===== src/rtl/instr_encode_loader.sv =====
// instr_encode_loader
// Packs MIPS R/I/J instruction fields into a 32-bit word and writes it to
// instruction memory at sequential byte addresses starting at BASE_ADDR.
// One field set is taken per handshake. The write is held on the port until
// mem_ready is seen. Loading stops after DEPTH words until clear or reset.
//
//   state | meaning
//   ------+---------------------------------------------------------------
//   IDLE  | ready for a field set (in_ready=1)
//   WRITE | encoded word presented on the memory port, waiting on mem_ready
//   DONE  | DEPTH words written; inputs ignored until clear or reset
module instr_encode_loader #(
   parameter logic [31:0] BASE_ADDR = 32'h0000_0000,
   parameter int          DEPTH     = 256
) (
   input  logic                         clk,
   input  logic                         rst_n,
   input  logic                         clear,
   input  logic                         in_valid,
   output logic                         in_ready,
   input  logic [1:0]                   fmt,
   input  logic [5:0]                   opcode,
   input  logic [4:0]                   rs,
   input  logic [4:0]                   rt,
   input  logic [4:0]                   rd,
   input  logic [4:0]                   shamt,
   input  logic [5:0]                   funct,
   input  logic [15:0]                  imm16,
   input  logic [25:0]                  address,
   output logic                         mem_we,
   input  logic                         mem_ready,
   output logic [31:0]                  mem_addr,
   output logic [31:0]                  mem_wdata,
   output logic [$clog2(DEPTH+1)-1:0]   word_count,
   output logic                         done,
   output logic                         err_illegal
);

   localparam int CW = $clog2(DEPTH + 1);

   localparam logic [1:0] FMT_R = 2'b00;
   localparam logic [1:0] FMT_I = 2'b01;
   localparam logic [1:0] FMT_J = 2'b10;

   typedef enum logic [1:0] {
      IDLE  = 2'd0,
      WRITE = 2'd1,
      DONE  = 2'd2
   } state_t;

   state_t        state, state_n;
   logic [31:0]   addr_q, addr_n;
   logic [31:0]   wdata_q, wdata_n;
   logic [CW-1:0] count_q, count_n;
   logic          err_q, err_n;
   logic [31:0]   enc_word;
   logic          fmt_legal;
   logic [CW-1:0] count_inc;

   // Field packing: plain concatenation, fields unused by the format are dropped.
   always_comb begin
      enc_word  = '0;
      fmt_legal = 1'b1;
      case (fmt)
         FMT_R:   enc_word = {opcode, rs, rt, rd, shamt, funct};
         FMT_I:   enc_word = {opcode, rs, rt, imm16};
         FMT_J:   enc_word = {opcode, address};
         default: fmt_legal = 1'b0;
      endcase
   end

   assign count_inc = count_q + CW'(1);

   // Next-state and datapath update; clear overrides any handshake or write.
   always_comb begin
      state_n = state;
      addr_n  = addr_q;
      wdata_n = wdata_q;
      count_n = count_q;
      err_n   = 1'b0;
      if (clear) begin
         state_n = IDLE;
         addr_n  = BASE_ADDR;
         count_n = '0;
      end else begin
         case (state)
            IDLE: begin
               if (in_valid) begin
                  if (fmt_legal) begin
                     wdata_n = enc_word;
                     state_n = WRITE;
                  end else begin
                     err_n = 1'b1;
                  end
               end
            end
            WRITE: begin
               if (mem_ready) begin
                  count_n = count_inc;
                  addr_n  = addr_q + 32'd4;
                  state_n = (count_inc == CW'(DEPTH)) ? DONE : IDLE;
               end
            end
            DONE: begin
               state_n = DONE;
            end
            default: begin
               state_n = IDLE;
            end
         endcase
      end
   end

   // State and datapath registers with synchronous active-low reset.
   always_ff @(posedge clk) begin
      if (!rst_n) begin
         state   <= IDLE;
         addr_q  <= BASE_ADDR;
         wdata_q <= '0;
         count_q <= '0;
         err_q   <= 1'b0;
      end else begin
         state   <= state_n;
         addr_q  <= addr_n;
         wdata_q <= wdata_n;
         count_q <= count_n;
         err_q   <= err_n;
      end
   end

   // Outputs are decoded from registered state only, so in_valid never reaches mem_we.
   assign in_ready    = rst_n && (state == IDLE);
   assign mem_we      = (state == WRITE);
   assign done        = (state == DONE);
   assign mem_addr    = addr_q;
   assign mem_wdata   = wdata_q;
   assign word_count  = count_q;
   assign err_illegal = err_q;

endmodule

===== config.mk =====
export PLATFORM = sky130hd
export DESIGN_NAME = instr_encode_loader
export DESIGN_NICKNAME = d
export VERILOG_FILES = /design/src/rtl/instr_encode_loader.sv
export SDC_FILE = /design/constraint.sdc
export NUM_CORES = 1
export LEC_CHECK = 0
export BUFFER_PORTS_ARGS = -buffer_cell sky130_fd_sc_hd__buf_2
export CELL_PAD_IN_SITES_DETAIL_PLACEMENT = 0
export CELL_PAD_IN_SITES_GLOBAL_PLACEMENT = 1
export CORE_AREA = 10 10 108 119
export DETAILED_ROUTE_END_ITERATION = 8
export DIE_AREA = 0 0 118 129
export PLACE_DENSITY = 0.86
export RECOVER_POWER = 100
export REMOVE_ABC_BUFFERS = 1
export SYNTH_ARGS = -nofsm -noshare
export SYNTH_HDL_FRONTEND = slang
export SYNTH_SLANG_ARGS = --single-unit

===== constraint.sdc =====
create_clock -name clk -period 3.15 [get_ports clk]
set_input_delay 0.7875 -clock clk [delete_from_list [all_inputs] [get_ports clk]]
set_output_delay 0.7875 -clock clk [all_outputs]
set_load 0.01 [all_outputs]

==> impl_metrics.json, run 1 <==
{
  "outcome": "finished with violations",
  "violations": "max-capacitance violations, max-slew violations",
  "cts_max_path_buffers": 2,
  "root_buffer": "clkbuf_16",
  "synth-edff-count": 0,
  "hold_path.class": "flip-flop to flip-flop",
  "yosysMostFrequentCell": "dfxtp_1",
  "drt_iter0_markers": 165,
  "syn2layout_area_growth_pct": 29.78,
  "finalSetupViolCount": 0,
  "insertion_delay_ns": 0.33,
  "crit_type": "flip-flop to flip-flop",
  "die_area_mm2": 0.01522,
  "routed.top_layer": "met4",
  "yosys.area.top_type": "dfxtp_1",
  "wl_um": 12030,
  "htreeDepth": 3,
  "place_area_mm2": 0.004643,
  "drt_first_pass_iters": 5,
  "antenna_found_initial": 0,
  "crit_start": "mem_addr[6]",
  "crit_required_ns": 3.39,
  "period_share_pct": 75.27,
  "crit_buf_inv": 0,
  "grt_usage_pct": 15.16,
  "cellPowerDensity_mw_per_mm2": 482.0,
  "yosys_warnings": 0,
  "fin_ws_ns": 0.7789,
  "crit_chain": "nand4_4 > or4_1 > or4_1 > a21oi_1",
  "cts_tree": "yes",
  "critical_path.top_delay_family": "simple AND/OR/NAND/NOR gates",
  "finalHoldViolCount": 0,
  "diodes": 0,
  "ys_top_cells_by_area": "dfxtp_1 (39%), mux2i_1 (7.2%), o211a_1 (7.2%)",
  "power.leakage_nw": 2.044,
  "drv_cap": 1,
  "die_w_um": 118,
  "maxSlewHeadroom_pct": -12.59,
  "synth_flop_cell": "dfxtp_1",
  "drc": 0,
  "cp_slowest_stage_delay_ns": 0.79,
  "worstHoldStart": "mem_wdata[10]",
  "place.gp.congestion": 0.8233,
  "met1_length_um": 5060,
  "core_region_area_mm2": 0.01034,
  "grt_first_pass_wirelength_um": 18940,
  "fmax_mhz": 421.7,
  "via_per_inst": 5.193,
  "dpl_worst_slack_ns": 0.7916,
  "start_util_pct": 36.27,
  "slew_violations": 37,
  "wl_met2_um": 6179,
  "wl_met3_um": 490,
  "crit_path_max_fanout": 23,
  "io_buffers": 155,
  "rows": 39,
  "hpwl_um": 9171,
  "drive_gt1_share_pct": 18.50,
  "post-route-util_pct": 47.07,
  "worstMarginPinSlew_ns": 1.689,
  "post_cts_resized": 0,
  "grt_max_degree": 59,
  "fin_nets": 652,
  "seqCellArea_mm2": 0.001481,
  "stdcell_count": 716,
  "cts.repair_timing.setup_buffer_count": 0,
  "r2r-start": "mem_addr[6]",
  "async_reset_ff_share_pct": 0,
  "worst_ir_drop_vdd_v": 0.0002927,
  "avgSynthCellArea_um2": 8.829,
  "io_pins": 158,
  "grt_overflow": 0,
  "final.min_clock_period_ns": 2.371,
  "holdWs_ns": 0.4941,
  "synth-seq-cells": 74,
  "die_y_um": 129,
  "synth_seq_area_share_pct": 39.48,
  "worst_clock_skew_ns": 0.005314,
  "startpoint_type": "flip-flop",
  "clock_sinks": 74,
  "vias": 3718,
  "final_antenna_net_count": 0,
  "grt_pass1_vias": 3641,
  "netlist_area_mm2": 0.003752,
  "cts_buffers": 9,
  "cp-end-kind": "flip-flop",
  "cpMaxStageDelayCell": "or4_1",
  "crit_arrival_ns": 2.61,
  "fill_cells": 1115,
  "multi_input_area_mm2": 0.002103,
  "synth_cells": 425,
  "wl_per_cell_um": 16.80,
  "placed_cells": 700,
  "clk_pin_slew_ns": 0.06,
  "cts_hold_buf": 0,
  "synth_top_area_share_pct": 39.48,
  "final_area_mm2": 0.004870,
  "synth_common_cells": "dfxtp_1 (74), nand2_1 (49), mux2i_1 (27), o211a_1 (27), a21oi_1 (25)",
  "synth.distinct_cells": 45,
  "cp_common_cell": "or4_1",
  "rsz0062_at_grt": "false"
}
## metrics by stage
step,power [mW],setup TNS (ns)
2_1_floorplan,1.101,-66.38
3_3_place_gp,1.221,0
3_5_place_dp,1.227,0
4_1_cts,2.383,0
5_1_grt,2.442,0
6_report,2.347,0
## where the power goes
group	internal, mW	switching, mW	total, mW
combinational	0.100	0.119	0.219
clock	0.757	0.394	1.15
sequential	0.963	0.0146	0.977
total	1.82	0.528	2.35
## registers in the layout, summed over array words and instances, names as in the netlist
register     count
mem_wdata       32
mem_addr        30
word_count       9
err_illegal      1
state            2
## worst reg2reg max path, cell delays in order (launching register included)
cell and delay [ns]:
dfxtp_1 0.52, nand4_4 0.21, or4_1 0.79, or4_1 0.62, a21oi_1 0.15
## area by class of cell
class | instances | share of cell area, %
flip-flops and latches | 74 | 30.42
multi-input cells | 314 | 43.19
well taps | 143 | 3.674
clock inverters | 4 | 1.490
repair buffers | 163 | 15.29
inverters | 6 | 0.4625
clock buffers | 12 | 5.473
## layer usage
metal | track usage (%) | vias up
li1 | - | 1831
met1 | 17.08 | 1753
met2 | 26.72 | 108
met3 | 3.412 | 26
met4 | 7.424 | 0
met5 | 0 | -
## logic make-up (layout without fill, tap and decap cells)
| logic type | after synthesis | count (layout) | share of synthesized area (%) |
|---|---|---|---|
| AOI/OAI and AO/OA | 89 | 89 | 17.81 |
| muxes | 28 | 28 | 7.503 |
| and+or+nand+nor | 172 | 172 | 24.98 |
| buffers and inverters | 38 | 185 | 4.468 |
| other | 1 | 2 | 0.09994 |
| DFF | 74 | 74 | 39.48 |
| xor gates and xnor gates | 20 | 20 | 4.668 |
| adders and majority gates | 3 | 3 | 1.000 |
## layout by cell type, fill, tap and decap left out, types with 2 or more instances in the layout
cell,instances
a21oi_1,25
and2_1,3
and3_1,2
and4_1,5
buf_2,78
buf_4,5
bufinv_16,2
clkbuf_1,79
clkbuf_16,9
clkbuf_8,3
conb_1,2
dfxtp_1,74
ha_1,3
inv_1,6
mux2i_1,27
nand2_1,49
nand2b_1,6
nand3_1,14
nand3b_1,2
nand4_1,11
nor2_1,23
nor2b_1,22
nor3_1,6
nor3b_1,2
nor4_1,9
o211a_1,27
o211ai_1,17
o21ai_0,4
o311ai_0,3
o31ai_1,9
or3_1,3
or4_1,8
xnor2_1,12
xor2_1,8
## final timing paths
| kind | end | slack (ns) | cells past startpoint |
|---|---|---|---|
| worst max-delay path | mem_addr[23] | 0.78 | 4 |
| worst min-delay path | mem_wdata[10] | 0.49 | 1 |
| worst max register to register | mem_addr[23] | 0.78 | 4 |
| worst min register to register | mem_wdata[10] | 0.49 | 1 |
Note: power is estimated with default switching activity, not from simulation.
==> run 2: changes to the inputs <==
--- a/config.mk
+++ b/config.mk
@@ -8,10 +8,10 @@
 export BUFFER_PORTS_ARGS = -buffer_cell sky130_fd_sc_hd__buf_2
 export CELL_PAD_IN_SITES_DETAIL_PLACEMENT = 0
 export CELL_PAD_IN_SITES_GLOBAL_PLACEMENT = 1
-export CORE_AREA = 10 10 108 119
+export CORE_AREA = 10 10 110 122
 export DETAILED_ROUTE_END_ITERATION = 8
-export DIE_AREA = 0 0 118 129
-export PLACE_DENSITY = 0.86
+export DIE_AREA = 0 0 120 132
+export PLACE_DENSITY = 0.83
 export RECOVER_POWER = 100
 export REMOVE_ABC_BUFFERS = 1
 export SYNTH_ARGS = -nofsm -noshare
==> constraint.sdc (replaced) <==
create_clock -name clk -period 2.4 [get_ports clk]
set_input_delay 0.6 -clock clk [delete_from_list [all_inputs] [get_ports clk]]
set_output_delay 0.6 -clock clk [all_outputs]
set_load 0.01 [all_outputs]
==> impl_metrics.json, run 2 (same netlist as run 1, synthesis figures left out) <==
{
  "final.min_clock_period_ns": 2.116,
  "worst_ir_drop_vdd_v": 0.0002587,
  "place.gp.congestion": 0.8512,
  "layout_common_cells": "buf_2 (82), clkbuf_1 (80), dfxtp_1 (74), nand2_1 (49)",
  "grt_first_pass_wirelength_um": 19750,
  "core_region_area_mm2": 0.01086,
  "final_antenna_net_count": 0,
  "power.leakage_nw": 2.057,
  "clk_pin_slew_ns": 0.06,
  "maxSlewHeadroom_pct": 27.41,
  "grt_pass1_vias": 3830,
  "cp_slowest_stage_delay_ns": 0.59,
  "cp-end-kind": "flip-flop",
  "drc": 0,
  "grt_max_degree": 59,
  "drt_first_pass_iters": 4,
  "crit_path_max_fanout": 6,
  "crit_type": "flip-flop to flip-flop",
  "diodes": 0,
  "holdPathStages": 2,
  "seqCellArea_mm2": 0.001481,
  "wl_um": 12130,
  "drv_cap": 0,
  "cts_hold_buf": 0,
  "crit_arrival_ns": 2.38,
  "wl_per_cell_um": 16.62,
  "root_buffer": "clkbuf_16",
  "worstMarginPinSlew_ns": 1.087,
  "cts.repair_timing.setup_buffer_count": 0,
  "multi_input_area_mm2": 0.002102,
  "finalHoldViolCount": 0,
  "htreeDepth": 3,
  "die_area_mm2": 0.01584,
  "cpMaxStageDelayCell": "or4_1",
  "final_common_cell": "buf_2",
  "stdcell_count": 730,
  "fmax_mhz": 472.5,
  "via_per_inst": 5.129,
  "fin_nets": 662,
  "fin_setup_tns_ns": 0,
  "largest_reg_flops": 32,
  "startpoint_type": "flip-flop",
  "cellPowerDensity_mw_per_mm2": 588.0,
  "clock_sinks": 74,
  "io_pins": 158,
  "vias": 3744,
  "crit_required_ns": 2.66,
  "io_buffers": 155,
  "r2r_cells": 5,
  "hpwl_um": 9383,
  "holdWs_ns": 0.4687,
  "drive_gt1_share_pct": 19.73,
  "slew_violations": 0,
  "cts_max_path_buffers": 2,
  "p_total_mw": 2.874,
  "worst_clock_skew_ns": 0.006750,
  "grtUsageMet2_pct": 25.85,
  "drt_iter0_markers": 183,
  "start_util_pct": 34.55,
  "place_area_mm2": 0.004736,
  "cp_common_cell": "or4_1",
  "syn2layout_area_growth_pct": 30.24,
  "antenna_found_initial": 0,
  "rsz0062_at_grt": "false",
  "busiest_layer": "met2",
  "placed_cells": 714,
  "grtUsageMet3_pct": 3.599,
  "crit_chain": "ha_1 > nand3_1 > or4_1 > or4_1 > a21oi_1",
  "die_w_um": 120,
  "final_area_mm2": 0.004887,
  "fill_cells": 1141,
  "cts_tree": "yes",
  "outcome": "finished, final reports clean",
  "hold_path.class": "flip-flop to flip-flop",
  "cts_buffers": 9,
  "rows": 40,
  "die_y_um": 132,
  "met1_usage_pct": 17.03,
  "finalSetupViolCount": 0,
  "period_share_pct": 88.18,
  "grt_usage_pct": 15.09,
  "grt_overflow": 0,
  "post_cts_resized": 0,
  "insertion_delay_ns": 0.33
}
run 2: cell types whose count changed in the layout (fill, tap and decap cells not counted), sizes merged:
cell,delta
bufinv,-2
clkbuf,+4
clkinv,+1
clkinvlp,+1
buf,+6
run 2: path summary, 6_finish.rpt:
check	end	start	slack [ns]
setup / recovery	mem_addr[30]	mem_addr[2]	0.28
hold / removal	mem_addr[31]	mem_addr[31]	0.47
setup reg to reg	mem_addr[30]	mem_addr[2]	0.28
hold reg to reg	mem_addr[31]	mem_addr[31]	0.47
run 2: stage by stage:
| step | utilization, % | setup WS (ns) |
|---|---|---|
| CTS | 46.29 | 0.3189 |
| finish | 45.00 | 0.2837 |
| detailed placement | 43.61 | 0.2484 |
| global placement | 43.61 | 0.2716 |
| global route | 45.00 | 0.08130 |
| floorplan | - | -2.712 |
run 2: power breakdown:
group	internal (mW)	total (mW)	leakage (nW)	switching (mW)
Combinational	0.136	0.298	1.32	0.161
Clock	0.781	1.29	0.141	0.513
Sequential	1.26	1.28	0.601	0.0188
run 2: final cells by class:
| cell class | instances | share of cell area, % |
|---|---|---|
| multi-input combinational | 314 | 43.01 |
| sequential | 74 | 30.31 |
| timing repair buffer | 173 | 16.49 |
| clock buffer | 12 | 5.453 |
| tap | 147 | 3.763 |
| clock inverter | 4 | 0.5120 |
| inverter | 6 | 0.4608 |
run 2: critical path: cells and delay by family, from the launching register on:
| family | cells | cell delay [ns] |
|---|---|---|
| AND/OR/NAND/NOR | 3 | 1.26 |
| flip-flops | 1 | 0.43 |
| adder cells (fa/ha/maj) | 1 | 0.20 |
| AO/OA/AOI/OAI | 1 | 0.16 |
run 2: per-layer routing:
layer  share of wire [%]  up-vias
li1                    -     1862
met1                  41     1777
met2                  52       85
met3                 4.1       20
met4                 2.6        0
met5                   0        -
==> run 3: changes to the inputs <==
--- a/config.mk
+++ b/config.mk
@@ -5,13 +5,14 @@
 export SDC_FILE = /design/constraint.sdc
 export NUM_CORES = 1
 export LEC_CHECK = 0
-export BUFFER_PORTS_ARGS = -buffer_cell sky130_fd_sc_hd__buf_2
+export ABC_AREA = 1
 export CELL_PAD_IN_SITES_DETAIL_PLACEMENT = 0
 export CELL_PAD_IN_SITES_GLOBAL_PLACEMENT = 1
-export CORE_AREA = 10 10 110 122
+export CORE_AREA = 10 10 102 113
 export DETAILED_ROUTE_END_ITERATION = 8
-export DIE_AREA = 0 0 120 132
-export PLACE_DENSITY = 0.83
+export DIE_AREA = 0 0 112 123
+export DONT_BUFFER_PORTS = 1
+export PLACE_DENSITY = 0.8
 export RECOVER_POWER = 100
 export REMOVE_ABC_BUFFERS = 1
 export SYNTH_ARGS = -nofsm -noshare
==> impl_metrics.json, run 3 <==
{
  "core_region_area_mm2": 0.009213,
  "synthAdderAreaFrac_pct": 0.9967,
  "synth_cells": 584,
  "wl_um": 10910,
  "antenna_found_initial": 0,
  "start_util_pct": 40.88,
  "htreeDepth": 3,
  "die_y_um": 123,
  "drt_first_pass_iters": 4,
  "crit_required_ns": 2.64,
  "layout_common_cells": "nand2_1 (148), nor2_1 (132), dfxtp_1 (74), inv_1 (56), nand3_1 (38)",
  "power.leakage_nw": 1.587,
  "crit_path_max_fanout": 17,
  "worstMarginPinSlew_ns": 0.5438,
  "final_common_cell": "nand2_1",
  "root_buffer": "clkbuf_8",
  "cp_common_cell": "nand2_1",
  "drt_iter0_markers": 119,
  "crit_arrival_ns": 2.15,
  "cpMaxStageDelayCell": "nor3_1",
  "async_reset_ff_share_pct": 0,
  "synth_seq_area_share_pct": 39.34,
  "largest_reg_flops": 32,
  "crit_chain": "nand2_1 > inv_1 > nand2_1 > nor3_1 > nand2_1 > o21ai_1 > nor2_1",
  "worst_clock_skew_ns": 0.008634,
  "drive_gt1_share_pct": 3.945,
  "combinationalPowerShare_pct": 8.3,
  "cts_max_path_buffers": 2,
  "finalSetupViolCount": 0,
  "hold_path.class": "input port to flip-flop",
  "grt_max_degree": 34,
  "finalHoldViolCount": 0,
  "outcome": "finished, final reports clean",
  "switchingPower_mw": 0.6620,
  "post-route-util_pct": 43.41,
  "vias": 3514,
  "rsz0062_at_grt": "false",
  "cellPowerDensity_mw_per_mm2": 636.9,
  "cts_buffers": 9,
  "startpoint_type": "flip-flop",
  "cp-end-kind": "flip-flop",
  "die_area_mm2": 0.01378,
  "drv_cap": 0,
  "p_int_mw": 1.885,
  "yosys.area.top_type": "dfxtp_1",
  "switching_share_pct": 25.99,
  "netlist_area_mm2": 0.003766,
  "place.gp.congestion": 0.8310,
  "post_cts_resized": 0,
  "cp_slowest_stage_delay_ns": 0.40,
  "worst_ir_drop_vdd_v": 0.0003003,
  "grt_overflow": 0,
  "synth_flop_cell": "dfxtp_1",
  "synth_common_cells": "nand2_1 (146), nor2_1 (127), dfxtp_1 (74)",
  "clock_sinks": 74,
  "drc": 0,
  "seqPwrFrac_pct": 52.5,
  "fmax_mhz": 522.5,
  "hpwl_um": 8657,
  "cts.repair_timing.setup_buffer_count": 0,
  "grt_usage_pct": 15.48,
  "synth_top_family_by_area": "simple AND/OR/NAND/NOR gates",
  "synthMuxAreaShare_pct": 0,
  "seqCellArea_mm2": 0.001481,
  "cts_tree": "yes",
  "io_buffers": 0,
  "final_antenna_net_count": 0,
  "io_pins": 158,
  "die_w_um": 112,
  "synth-compound-area-share_pct": 13.29,
  "crit_buf_inv": 1,
  "multi_input_area_mm2": 0.001916,
  "clk_pin_slew_ns": 0.08,
  "crit_type": "flip-flop to flip-flop",
  "synthSimpleGateAreaFrac_pct": 36.78,
  "synth_top_area_share_pct": 39.34,
  "final.min_clock_period_ns": 1.914,
  "synth.distinct_cells": 31,
  "diodes": 0,
  "synth-seq-cells": 74,
  "yosysMostFrequentCell": "nand2_1",
  "grt_first_pass_wirelength_um": 17600,
  "insertion_delay_ns": 0.35,
  "ys_top_cells_by_area": "dfxtp_1 (39%), nand2_1 (15%), nor2_1 (13%)",
  "period_share_pct": 79.75,
  "avgSynthCellArea_um2": 6.449,
  "fill_cells": 1012,
  "critical_path.top_delay_family": "simple AND/OR/NAND/NOR gates",
  "clockPowerShare_pct": 39.2,
  "grt_pass1_vias": 3516,
  "via_per_inst": 5.020,
  "fin_setup_tns_ns": 0,
  "syn2layout_area_growth_pct": 6.180,
  "yosys_warnings": 0,
  "synth-edff-count": 0,
  "maxSlewHeadroom_pct": 63.66,
  "synth_xor_area_share_pct": 0.6977,
  "slew_violations": 0,
  "fin_nets": 662,
  "rows": 37,
  "wl_per_cell_um": 15.58,
  "p_total_mw": 2.547,
  "cts_hold_buf": 0
}
[run 3: changes by cell type after synthesis, moves of 24 or more]
| cell | before | now |
|---|---|---|
| nand2_1 | 49 | 146 |
| nor2_1 | 23 | 127 |
| nand3_1 | 14 | 38 |
| inv_1 | 6 | 53 |
| mux2i_1 | 27 | 0 |
| o21ai_1 | 0 | 37 |
| o211a_1 | 27 | 0 |
[run 3: layout make-up]
class | instances | share of cell area (%)
Multi-Input combinational cell | 430 | 47.90
Timing Repair Buffer | 4 | 0.7509
Clock buffer | 11 | 3.786
Tap cell | 117 | 3.661
Clock inverter | 5 | 1.314
Sequential cell | 74 | 37.05
Inverter | 59 | 5.538
[run 3: per-stage QoR]
stage	instances	setup WS [ns]	cell area [um^2]	hold WS, ns
after global placement	684	0.6510	3836	0.5304
after floorplan	563	0.1787	3660	0.4883
after global routing	700	0.2806	3999	0.3677
final	700	0.4860	3999	0.3904
after CTS	700	0.6231	4040	0.3670
after detailed placement	684	0.6345	3836	0.5324
[run 3: kinds of logic after synthesis]
logic type               count (synthesis)
other                                    1
XOR/XNOR                                 3
AND/OR/NAND/NOR                        333
AO/OA/AOI/OAI                           89
flip-flops                              74
buffers and inverters                   81
adder cells (fa/ha/maj)                  3
[run 3: final timing paths]
check	slack [ns]	endpoint	start	cells past startpoint
worst min-delay path	0.39	err_illegal	in_valid	2
worst max-delay path	0.49	mem_addr[10]	state[0]	7
worst min register to register	0.54	mem_wdata[31]	mem_wdata[31]	2
worst max register to register	0.49	mem_addr[10]	state[0]	7
[run 3: layer usage]
metal	vias up	part of all wire, %	global-route usage [%]
li1	1833	-	-
met1	1540	40	16.46
met2	128	47	26.13
met3	13	11	8.333
met4	0	1.5	4.762
met5	-	0	0
[run 3: power by group through the flow]
stage	sequential (mW)	clock, mW	combinational (mW)
final	1.34	0.998	0.211
after global routing	1.35	1.09	0.246
after CTS	1.34	1.03	0.217
after detailed placement	1.37	0	0.217
after global placement	1.37	0	0.213
after floorplan	1.35	0	0.172
